<file path="config.mk">
export PLATFORM = sky130hd
export DESIGN_NAME = irq_controller
export DESIGN_NICKNAME = d
export VERILOG_FILES = /design/src/rtl/irq_controller.sv
export SDC_FILE = /design/constraint.sdc
export NUM_CORES = 1
export LEC_CHECK = 0
export ABC_AREA = 1
export CORE_AREA = 2 2 122 94
export CTS_CLUSTER_SIZE = 12
export DETAILED_ROUTE_END_ITERATION = 12
export DIE_AREA = 0 0 124 96
export GPL_TIMING_DRIVEN = 1
export SYNTH_ARGS = -nofsm -noshare
export SYNTH_HDL_FRONTEND = slang
export SYNTH_SLANG_ARGS = --single-unit
</file>
<file path="constraint.sdc">
create_clock -name clk -period 8.42 [get_ports clk]
set_input_delay 1.684 -clock clk [delete_from_list [all_inputs] [get_ports clk]]
set_output_delay 1.684 -clock clk [all_outputs]
set_load 0.05 [all_outputs]
</file>
<file path="src/rtl/irq_controller.sv">
// Level-interrupt arbiter in front of the core trap logic: masks requests, picks one
// winner (rotating or fixed priority), holds it until mret, then acks the source once.
module irq_controller #(
  parameter int N_SRC       = 16,
  parameter bit ROUND_ROBIN = 1'b1
) (
  input  logic             clk,
  input  logic             reset,
  input  logic [N_SRC-1:0] int_req_i,
  input  logic [N_SRC-1:0] mie_i,
  output logic             irq_o,
  output logic [31:0]      mcause_o,
  input  logic             irq_ret_i,
  output logic [N_SRC-1:0] int_rst_o,
  output logic             busy_o
);

  localparam int IDW = (N_SRC > 1) ? $clog2(N_SRC) : 1;

  typedef enum logic [1:0] {IDLE, ACTIVE, ACK} state_e;

  state_e             state_q, state_d;
  logic [IDW-1:0]     id_q, id_d;
  logic [IDW-1:0]     ptr_q, ptr_d;
  logic               irq_q, irq_d;
  logic [31:0]        mcause_q, mcause_d;
  logic [N_SRC-1:0]   rst_q, rst_d;
  logic               busy_q, busy_d;

  logic [N_SRC-1:0]   pending;
  logic [IDW-1:0]     win;
  logic               found;
  int                 idx;

  assign pending = int_req_i & mie_i;

  // Winner search: rotating starts just past the last grant, fixed starts at 0.
  always_comb begin
    win   = '0;
    found = 1'b0;
    idx   = 0;
    if (ROUND_ROBIN) begin
      for (int i = 1; i <= N_SRC; i++) begin
        idx = int'(ptr_q) + i;
        if (idx >= N_SRC) idx = idx - N_SRC;
        if (!found && pending[IDW'(idx)]) begin
          found = 1'b1;
          win   = IDW'(idx);
        end
      end
    end else begin
      for (int i = 0; i < N_SRC; i++) begin
        if (!found && pending[i]) begin
          found = 1'b1;
          win   = IDW'(i);
        end
      end
    end
  end

  always_comb begin
    state_d  = state_q;
    id_d     = id_q;
    ptr_d    = ptr_q;
    irq_d    = irq_q;
    mcause_d = mcause_q;
    rst_d    = '0;
    case (state_q)
      IDLE: begin
        if (found) begin
          state_d  = ACTIVE;
          id_d     = win;
          if (ROUND_ROBIN) ptr_d = win;
          irq_d    = 1'b1;
          mcause_d = 32'h8000_0010 | 32'(win);
        end
      end
      ACTIVE: begin
        if (irq_ret_i) begin
          state_d = ACK;
          irq_d   = 1'b0;
          for (int k = 0; k < N_SRC; k++) rst_d[k] = (id_q == IDW'(k));
        end
      end
      ACK:     state_d = IDLE;
      default: state_d = IDLE;
    endcase
    busy_d = (state_d != IDLE);
  end

  always_ff @(posedge clk) begin
    if (reset) begin
      state_q  <= IDLE;
      id_q     <= '0;
      ptr_q    <= IDW'(N_SRC - 1);
      irq_q    <= 1'b0;
      mcause_q <= '0;
      rst_q    <= '0;
      busy_q   <= 1'b0;
    end else begin
      state_q  <= state_d;
      id_q     <= id_d;
      ptr_q    <= ptr_d;
      irq_q    <= irq_d;
      mcause_q <= mcause_d;
      rst_q    <= rst_d;
      busy_q   <= busy_d;
    end
  end

  assign irq_o     = irq_q;
  assign mcause_o  = mcause_q;
  assign int_rst_o = rst_q;
  assign busy_o    = busy_q;

endmodule

</file>
==> results.json <==
{
  "grt_pass1_wl_microns": 15600,
  "async_flop_share_pct": 0,
  "yosys.area.top_type": "dfxtp_1",
  "dp_hpwl_microns": 7790,
  "grt_overflow_total": 0,
  "synthTopCellsByCount": "132 x nand2_1, 111 x nand3_1, 74 x nor2_1",
  "port_buffers": 58,
  "num_vias": 3465,
  "relSlewSlack_pct": 32.6,
  "synth_edf_count": 0,
  "die_h_microns": 96,
  "grt_max_degree": 23,
  "synth_top_area_share_pct": 18.4,
  "diodes": 0,
  "cts_root_buffer": "clkbuf_16",
  "antenna_left": 0,
  "gr-usage-all-layers_pct": 16.5,
  "ys_top_cells_by_area": "dfxtp_1 18%, nand3_1 18%, nand2_1 16%",
  "regToRegSetupSlack_ps": 3750,
  "cts_hold_buf": 0,
  "drc": 0,
  "drtPass1Iterations": 7,
  "postCtsResizedCells": 0,
  "end_kind": "flip-flop",
  "pre_cts_ws_ps": 3820,
  "ys.warnings.count": 0,
  "fp.coreArea_sq_mm": 0.0107,
  "synthCells": 518,
  "cpMaxStageDelayCell": "dfxtp_1",
  "maxSlewViolCount": 0,
  "synth_area_sq_mm": 0.00315,
  "cp_max_fo": 22,
  "post_cts_buffers": 0,
  "wl_microns": 9550,
  "cts.sinks": 29,
  "numCtsBuffers": 5,
  "cts_tree": "built",
  "post-route-period-util_pct": 55.4,
  "crit_chain": "inv_2 > ha_1 > inv_1 > nand3_1 > nand3_1 > and2_1 > nand2_1 > nand2_2 > inv_1 > nor2_4 > nand4_4 > nor2_8 > nand4_4 > nor2_8 > nand4_2 > nor2_1 > nor2_1 > nand2_1 > a21oi_1",
  "die_w_microns": 124,
  "tightest_slew_ps": 1000,
  "finClkSkew_ps": 5.44,
  "gp_routability_congestion": 0.980,
  "hold_violations": 0,
  "synthFlopType": "dfxtp_1",
  "insertion_delay_ps": 270,
  "avgSynthCellArea_sq_um": 6.09,
  "yosysMostFrequentCell": "nand2_1",
  "layout-drive-gt1-share_pct": 8.25,
  "cts.htree.levels": 2,
  "ys_seq_elements": 29,
  "worstPathRequired_ps": 8550,
  "worst_ep_arrival_time_ps": 4800,
  "routedWlPerCell_microns": 13.5,
  "critPathKind": "reg2reg",
  "dr.first_iter.drc_count": 323,
  "grt_pass1_vias": 3188,
  "rsz0062_at_grt": "false",
  "setup_viol": 0,
  "ys_types": 39,
  "tns_ps": 0,
  "seq_area_frac_synth_pct": 18.4,
  "startpoint_type": "flip-flop",
  "max_freq_mhz": 214,
  "ios": 85,
  "clkTransAtPathRegs_ps": 50,
  "rows": 33,
  "vias_per_cell": 4.88,
  "cts_buffer_depth": 2,
  "hp-class": "reg2reg",
  "die_area_sq_mm": 0.0119,
  "drv_cap": 0,
  "nNetsFinal": 611,
  "setup_slack_ps": 3750,
  "period_minus_slack_ps": 4670,
  "initial_core_util_pct": 29.4,
  "max_stage_delay_ps": 840,
  "antenna_found_initial": 0,
  "outcome": "complete, no violations",
  "syn2layout_area_growth_pct": 23.1
}
cell usage in the layout, fill, tap and decap left out, types with 3 or more instances in the layout:
cell             instances
dfxtp_1                 29
nand4_4                  4
inv_2                    5
clkdlybuf4s50_1         58
o21a_1                   3
nor2_1                  74
conb_1                  26
nand2_1                132
a21oi_1                 12
a21oi_2                  4
clkbuf_16                5
inv_1                   42
o211ai_1                 4
nand3b_1                 3
nand2_2                  5
ha_1                     7
nand4_1                  9
nand3_2                  5
nand3_1                111
o21ai_0                  5
metal layers:
| layer | GRT usage (%) | vias up | routed length, microns | share of wire (%) |
|---|---|---|---|---|
| li1 | - | 1739 | - | - |
| met1 | 24.9 | 1553 | 4660 | 49 |
| met2 | 25.0 | 162 | 4000 | 42 |
| met3 | 2.90 | 11 | 836 | 8.8 |
| met4 | 2.15 | 0 | 57 | 0.60 |
| met5 | 0 | - | 0 | 0 |
path summary, 6_finish.rpt:
| check | startpoint | to | cells after the start |
|---|---|---|---|
| setup / recovery | ptr_q[0] | id_q[1] | 19 |
| hold / removal | irq_o | irq_o | 2 |
| setup reg to reg | ptr_q[0] | id_q[1] | 19 |
| hold reg to reg | irq_o | irq_o | 2 |
cells by family after synthesis:
family / Yosys count / synth area share, %
DFF: 29 / 18.4
adders and majority gates: 7 / 2.78
xor gates and xnor gates: 5 / 2.82
and+or+nand+nor: 352 / 53.4
AOI/OAI and AO/OA: 36 / 7.58
other: 1 / 0.119
buffers and inverters: 88 / 14.9
metrics by stage:
| step | hold WS [ps] | cell area [sq um] | util, % | cells |
|---|---|---|---|---|
| 2_1_floorplan | 515 | 3250 | - | 543 |
| 3_3_place_gp | 460 | 3720 | 34.7 | 702 |
| 3_5_place_dp | 457 | 3720 | 34.7 | 702 |
| 6_report | 467 | 3880 | 36.2 | 710 |
| 4_1_cts | 467 | 3880 | 36.2 | 710 |
| 5_1_grt | 477 | 3880 | 36.2 | 710 |
critical path: cells and delay by family, from the launching register on:
kind / cells / cell delay (ps)
adder cells (fa/ha/maj): 1 / 620
AO/OA/AOI/OAI: 1 / 70
buffers and inverters: 3 / 930
AND/OR/NAND/NOR: 14 / 2000
flip-flops: 1 / 840
final cells by class:
class	count	area, sq um
Sequential cell	29	581
Tap cell	140	175
Multi-Input combinational cell	426	2200
Timing Repair Buffer	59	588
Clock inverter	1	5.00
Inverter	48	183
Fill cell	1178	6850
Clock buffer	7	153
sequential cells by signal (all words and copies together), names as in the netlist:
signal,flops
busy_o,1
id_q,3
int_rst_o,16
irq_o,1
mcause_o,2
ptr_q,4
state_q,2
Power is left out: the tool's default activity adds up to more than one toggle a clock period on the data nets, which glitch-free logic cannot reach.
